## config.mk

```make
export PLATFORM = sky130hd
export DESIGN_NAME = digit_serial_adder_flat
export DESIGN_NICKNAME = d
export VERILOG_FILES = /design/src/rtl/digit_serial_adder_if.sv /design/src/rtl/digit_serial_adder.sv /design/src/flat_wrapper.sv
export SDC_FILE = /design/constraint.sdc
export NUM_CORES = 1
export LEC_CHECK = 0
export ABC_AREA = 1
export ABC_CLOCK_PERIOD_IN_PS = 1850
export CORE_UTILIZATION = 40
export CTS_CLUSTER_DIAMETER = 100
export DETAILED_ROUTE_END_ITERATION = 6
export PLACE_DENSITY = 0.61
export SYNTH_ARGS = -nofsm -noshare
export SYNTH_HDL_FRONTEND = slang
export SYNTH_SLANG_ARGS = --single-unit
```

## constraint.sdc

```tcl
create_clock -name clk -period 1.85 [get_ports clk]
set_input_delay 0.37 -clock clk [delete_from_list [all_inputs] [get_ports clk]]
set_output_delay 0.37 -clock clk [all_outputs]
set_load 0.01 [all_outputs]
```

## src/rtl/digit_serial_adder_if.sv

```systemverilog
`default_nettype none
// ---------------------------------------------------------------------------
// digit_serial_adder_if : request/result bundle for digit_serial_adder
// Revision 1.0
// ---------------------------------------------------------------------------
interface digit_serial_adder_if #(
  parameter int WIDTH = 32
);
  logic             start;
  logic             sub;
  logic [WIDTH-1:0] in1;
  logic [WIDTH-1:0] in2;
  logic             cin;
  logic             busy;
  logic             done;
  logic [WIDTH-1:0] sum;
  logic             cout;
  logic             ovf;

  modport master (
    output start, sub, in1, in2, cin,
    input  busy, done, sum, cout, ovf
  );

  modport slave (
    input  start, sub, in1, in2, cin,
    output busy, done, sum, cout, ovf
  );
endinterface
`default_nettype wire

```

## src/rtl/digit_serial_adder.sv

```systemverilog
`default_nettype none
// ---------------------------------------------------------------------------
// digit_serial_adder : add/subtract WIDTH-bit operands DIGIT bits per cycle
// Revision 1.0
// ---------------------------------------------------------------------------
module digit_serial_adder #(
  parameter int WIDTH = 32,
  parameter int DIGIT = 4
) (
  input  logic                clk,
  input  logic                rst_n,
  digit_serial_adder_if.slave bus
);

  localparam int N  = WIDTH / DIGIT;
  localparam int CW = (N > 1) ? $clog2(N) : 1;

  typedef enum logic [1:0] {
    IDLE = 2'd0,
    RUN  = 2'd1,
    DONE = 2'd2
  } state_t;

  state_t           r_state;
  state_t           w_state_next;
  logic [WIDTH-1:0] r_a;
  logic [WIDTH-1:0] r_b;
  logic [WIDTH-1:0] r_acc;
  logic [WIDTH-1:0] r_sum;
  logic             r_carry;
  logic             r_cout;
  logic             r_ovf;
  logic [CW-1:0]    r_cnt;
  logic [DIGIT:0]   w_dsum;
  logic [WIDTH-1:0] w_acc_next;
  logic             w_accept;
  logic             w_last;
  logic             w_msb_cin;

  assign w_accept   = bus.start && (r_state != RUN);
  assign w_last     = (r_state == RUN) && (r_cnt == CW'(N - 1));
  assign w_dsum     = {1'b0, r_a[DIGIT-1:0]} + {1'b0, r_b[DIGIT-1:0]}
                    + {{DIGIT{1'b0}}, r_carry};
  // New digit enters at the top; after N digits the LSB digit sits at bit 0.
  assign w_acc_next = WIDTH'({w_dsum[DIGIT-1:0], r_acc} >> DIGIT);
  assign w_msb_cin  = r_a[DIGIT-1] ^ r_b[DIGIT-1] ^ w_dsum[DIGIT-1];

  always_ff @(posedge clk) begin
    if (!rst_n) begin
      r_state <= IDLE;
    end else begin
      r_state <= w_state_next;
    end
  end

  always_comb begin
    w_state_next = r_state;
    case (r_state)
      IDLE:    if (bus.start) w_state_next = RUN;
      RUN:     if (w_last) w_state_next = DONE;
      DONE:    w_state_next = bus.start ? RUN : IDLE;
      default: w_state_next = IDLE;
    endcase
  end

  always_ff @(posedge clk) begin
    if (!rst_n) begin
      r_a     <= '0;
      r_b     <= '0;
      r_acc   <= '0;
      r_sum   <= '0;
      r_carry <= 1'b0;
      r_cout  <= 1'b0;
      r_ovf   <= 1'b0;
      r_cnt   <= '0;
    end else if (w_accept) begin
      // Subtraction is A + ~B + ~borrow.
      r_a     <= bus.in1;
      r_b     <= bus.sub ? ~bus.in2 : bus.in2;
      r_carry <= bus.cin ^ bus.sub;
      r_cnt   <= '0;
    end else if (r_state == RUN) begin
      r_a     <= r_a >> DIGIT;
      r_b     <= r_b >> DIGIT;
      r_acc   <= w_acc_next;
      r_carry <= w_dsum[DIGIT];
      r_cnt   <= r_cnt + 1'b1;
      if (w_last) begin
        r_sum  <= w_acc_next;
        r_cout <= w_dsum[DIGIT];
        r_ovf  <= w_msb_cin ^ w_dsum[DIGIT];
      end
    end
  end

  assign bus.busy = (r_state == RUN);
  assign bus.done = (r_state == DONE);
  assign bus.sum  = r_sum;
  assign bus.cout = r_cout;
  assign bus.ovf  = r_ovf;

endmodule
`default_nettype wire
```

## src/flat_wrapper.sv

```systemverilog
// flat-port wrapper written by rule: the top's interface ports become plain ports
module digit_serial_adder_flat 
#(
  parameter int WIDTH = 32,
  parameter int DIGIT = 4
)
  (clk, rst_n, bus_start, bus_sub, bus_in1, bus_in2, bus_cin, bus_busy, bus_done, bus_sum, bus_cout, bus_ovf);
  digit_serial_adder_if #(.WIDTH(WIDTH)) bus_i ();
  input  logic clk;
  input  logic rst_n;
  input wire logic [$bits(bus_i.start)-1:0] bus_start;
  input wire logic [$bits(bus_i.sub)-1:0] bus_sub;
  input wire logic [$bits(bus_i.in1)-1:0] bus_in1;
  input wire logic [$bits(bus_i.in2)-1:0] bus_in2;
  input wire logic [$bits(bus_i.cin)-1:0] bus_cin;
  output wire logic [$bits(bus_i.busy)-1:0] bus_busy;
  output wire logic [$bits(bus_i.done)-1:0] bus_done;
  output wire logic [$bits(bus_i.sum)-1:0] bus_sum;
  output wire logic [$bits(bus_i.cout)-1:0] bus_cout;
  output wire logic [$bits(bus_i.ovf)-1:0] bus_ovf;
  assign bus_i.start = bus_start;
  assign bus_i.sub = bus_sub;
  assign bus_i.in1 = bus_in1;
  assign bus_i.in2 = bus_in2;
  assign bus_i.cin = bus_cin;
  assign bus_busy = bus_i.busy;
  assign bus_done = bus_i.done;
  assign bus_sum = bus_i.sum;
  assign bus_cout = bus_i.cout;
  assign bus_ovf = bus_i.ovf;
  digit_serial_adder #(.WIDTH(WIDTH), .DIGIT(DIGIT)) u_core (.clk(clk), .rst_n(rst_n), .bus(bus_i));
endmodule
```

# Word level (Yosys, flattened, before mapping)
# Cells that the tools add are included.
# op_classes
n_bitwise,7
muxes,11
reduce_logical,8
add_sub_neg,3
eq_ne,6
# ops
op,count
2-to-1 mux 32 bit,5
inverter 32 bit,1
case mux 2 bit (3 select lines),1
adder 4 x 4 -> 5 bit,1
adder 5 x 1 -> 5 bit,1
2-to-1 mux 2 bit,2
inequality test 2 x 1 -> 1 bit (second input constant),2
AND reduction 2 bit,2
bitwise XOR 1 bit,4
adder 3 x 1 -> 3 bit (second input constant),1
== test 3 bit (second input constant),1
2-to-1 mux 1 bit,3
AND reduction 3 bit,1
== test 2 x 1 -> 1 bit (second input constant),1
== test 2 bit (second input constant),1
logical AND 1 bit,2
zero test 2 bit,1
inequality test 2 bit (second input constant),1
inverter 1 bit,2
nonzero test 2 bit,1
OR reduction 2 bit,1
# word_totals
output_inout_bits,36
in_bits,69
regBits,136

# Longest topological paths before layout
# depth
depth_word,4
mapped_depth,10

# Worst setup path after synthesis
# Ideal clock, no wire load.
# synth_timing
kind,register to register
startpoint,reg u_core.r_carry
endpoint,reg u_core.r_sum[30] (netlist: u_core.bus.sum[30])
path_slack_ns,0.204
synth_period_minus_slack_ns,1.646
n_path_buf,0
arrival_ns,1.518
setup_ns,0.128
path_stages_with_launch,6
path_cell_list,dfxtp_1 -> fa_1 -> fa_1 -> xnor2_1 -> o21a_1 -> nor2_1
# synth_between
elab_chain_cells,1
# synth_rtl
element,line,text
from (decl),digit_serial_adder.sv:30,logic r_carry;
from (signal assigned),digit_serial_adder.sv:80,r_carry <= bus.cin ^ bus.sub;
from (signal assigned),digit_serial_adder.sv:86,r_carry <= w_dsum[DIGIT];
adder 5 x 1 -> 5 bit,digit_serial_adder.sv:43,"+ {{DIGIT{1'b0}}, r_carry};"
to (signal assigned),digit_serial_adder.sv:89,r_sum <= w_acc_next;
to (decl),digit_serial_adder.sv:29,logic [WIDTH-1:0] r_sum;
# Every way passes these cells.
# A chain may end at the register's enable or synchronous reset.

# Final worst setup path
# layout_timing
startpoint,reg u_core.r_sum[30] (netlist: u_core.bus.sum[30])
endpoint,out bus_sum[30]
# layout_rtl
element,line,text
to (decl),flat_wrapper.sv:18,output wire logic [$bits(bus_i.sum)-1:0] bus_sum;
# No word-level cell between the ends.

==> results.sh <==
export IMPL_cp_required_ns=1.48
export IMPL_met2_wirelength_mm=6.28
export IMPL_hold_depth=3
export IMPL_ys_top_cells_by_area="dfxtp_1 46%, nand2_1 13%, nor2_1 9.7%"
export IMPL_drive_gt1_share_pct=6.59
export IMPL_syn_num_nets=869
export IMPL_drtPass1Iterations=5
export IMPL_setup_tns_ns=0
export IMPL_ant_nets=0
export IMPL_fin_crit_ns=1.75
export IMPL_holdBufCountCts=0
export IMPL_via_count=5124
export IMPL_place_area_um2=6910
export IMPL_area_delta_synth_final_pct=33.0
export IMPL_drt_total_wl_mm=13.0
export IMPL_status="finished clean"
export IMPL_vdd_drop_max_v=0.000649
export IMPL_ys_types=29
export IMPL_grt_usage_pct=18.9
export IMPL_core_area_um2=13900
export IMPL_gp_congestion=0.790
export IMPL_nets=958
export IMPL_ys_warn_count=0
export IMPL_path_class="flop to primary output"
export IMPL_multi_input_area_um2=2520
export IMPL_crit_buf_inv=1
export IMPL_fillCellCount=1354
export IMPL_clock_sinks=132
export IMPL_die_h_um=121
export IMPL_setup_viol=0
export IMPL_ys_seq_area_share_pct=46.3
export IMPL_drt_iter0_drc=315
export IMPL_wl_met3_um=615
export IMPL_gr_total_overflow=0
export IMPL_place_inst=1043
export IMPL_worst_slew_pin_transition_ns=0.702
export IMPL_n_antenna_cell=0
export IMPL_path_depth=1
export IMPL_ios=105
export IMPL_fmax_ghz=0.571
export IMPL_final_cells=1075
export IMPL_antenna_found_initial=0
export IMPL_reg2reg_depth=5
export IMPL_post_route_period_util_pct=94.7
export IMPL_wire_per_inst_um=12.1
export IMPL_synth_top_area_share_pct=46.3
export IMPL_rsz0062_at_grt="no"
export IMPL_cts_reportedPaths_clkPinSlew_ns=0.06
export IMPL_top_layer="met4"
export IMPL_worst_path_max_fanout=2
export IMPL_cts_root_buffer="clkbuf_16"
export IMPL_p_total_mw=7.73
export IMPL_hp_class="input pin to flop"
export IMPL_hpwl_mm=8.57
export IMPL_rows=43
export IMPL_powerDensity_nw_per_um2=1020
export IMPL_cp_arrival_ns=1.38
export IMPL_drv_cap=0
export IMPL_postCtsSetupBuffers=0
export IMPL_yosys_area_top_type="dfxtp_1"
export IMPL_syn_avg_cell_area_um2=7.19
export IMPL_cellLeakagePower_nw=3.35
export IMPL_die_area_um2=14700
export IMPL_cp_top_family="buffers and inverters"
export IMPL_initial_utilization_pct=41.1
export IMPL_die_x_um=121
export IMPL_drc=0
export IMPL_grt_first_pass_wirelength_mm=21.8
export IMPL_final_seq_area_um2=2640
export IMPL_cts_buffers=17
export IMPL_drt_met1_wl_mm=5.86
export IMPL_slew_violations=0
export IMPL_clk_path_buf_depth=2
export IMPL_layout_common_cells="192 x nand2_1, 148 x nor2_1, 132 x dfxtp_1"
export IMPL_clk_latency_ns=0.42
export IMPL_cp_cell_sequence="clkdlybuf4s50_1"
export IMPL_syn_inst=793
export IMPL_slowest_delay_ns=0.61
export IMPL_drt_vias_per_instance=4.77
export IMPL_htreeDepth=4
export IMPL_synth_area_um2=5700
export IMPL_finalHoldViolCount=0
export IMPL_first_global_vias=4769
export IMPL_clock_skew_ns=0.00945
export IMPL_stdcell_area_um2=7580
export IMPL_cts_tree="built"
export IMPL_cp_slowest_cell="clkdlybuf4s50_1"
export IMPL_port_buffers=104
export IMPL_end_kind="primary output"
export IMPL_maxSlewHeadroom_pct=53.2
export IMPL_whs_ns=0.307
export IMPL_critPathLaunchType="flop"
export IMPL_grt_max_degree=77
export IMPL_ys_seq_elements=132
export IMPL_mostFrequentLayoutCell="nand2_1"
-- metrics by stage --
stage          worst slack (ns)  utilization, %
3_5_place_dp             0.0730            49.8
2_1_floorplan             0.204               -
4_1_cts                  0.0676            54.6
3_3_place_gp              0.159            49.8
5_1_grt                  0.0367            54.6
6_report                 0.0976            54.6
-- worst min-delay path: stages --
cell	delay [ns]
buf_2	0.16
nand3_1	0.10
nand2_1	0.05
-- metal layers --
layer / global-route usage, % / vias up
li1: - / 2639
met1: 21.7 / 2366
met2: 32.8 / 104
met3: 4.84 / 15
met4: 7.95 / 0
met5: 0 / -
-- Yosys cell counts (all sizes together) --
cell / n
nand2: 195
clkbuf: 17
buf: 31
o21a: 2
o22ai: 19
clkinv: 2
nand3: 54
inv: 74
nand4: 1
dfxtp: 132
a21oi: 21
xnor2: 29
fa: 2
xor2: 6
ha: 5
o21ai: 50
or2: 1
nor2: 149
a211oi: 3
-- final cells by class --
type / count / share of cell area, %
clock buffer: 18 / 5.79
clock inverter: 14 / 3.07
inverter: 76 / 3.79
multi-input combinational: 537 / 33.3
sequential: 132 / 34.8
tap: 180 / 2.97
timing repair buffer: 118 / 16.3
-- registers in the layout, indices dropped and copies added (netlist names) --
register,count
u_core.r_a,32
u_core.bus.ovf,1
u_core.r_cnt,3
u_core.r_carry,1
u_core.r_acc,28
u_core.r_b,32
u_core.bus.sum,32
u_core.bus.cout,1
u_core.r_state,2
-- where the power goes --
group          internal, mW  total, mW  switching (mW)
Clock                  2.55       3.81            1.26
Sequential             3.00       3.08          0.0807
Combinational         0.389      0.841           0.451
-- cells by family after synthesis --
family	count (synthesis)	share of synthesized area (%)
XOR/XNOR	35	5.38
AO/OA/AOI/OAI	95	8.97
adder cells (fa/ha/maj)	7	1.80
flip-flops	132	46.3
buffers and inverters	124	9.48
AND/OR/NAND/NOR	400	28.0
-- what timing repair did --
action,4_1_cts,5_1_grt
resized for setup,2,1
endpoints found under the setup margin,2,2
hold endpoints to repair,0,0
-- worst paths after layout --
check / startpoint / end / slack, ns
hold / removal: rst_n / u_core.bus.sum[23] / 0.31
setup / recovery: u_core.bus.sum[30] / bus_sum[30] / 0.1
hold reg to reg: u_core.r_acc[19] / u_core.r_acc[19] / 0.46
setup reg to reg: u_core.r_b[0] / u_core.bus.sum[30] / 0.13
(Power assumes the default switching activity.)
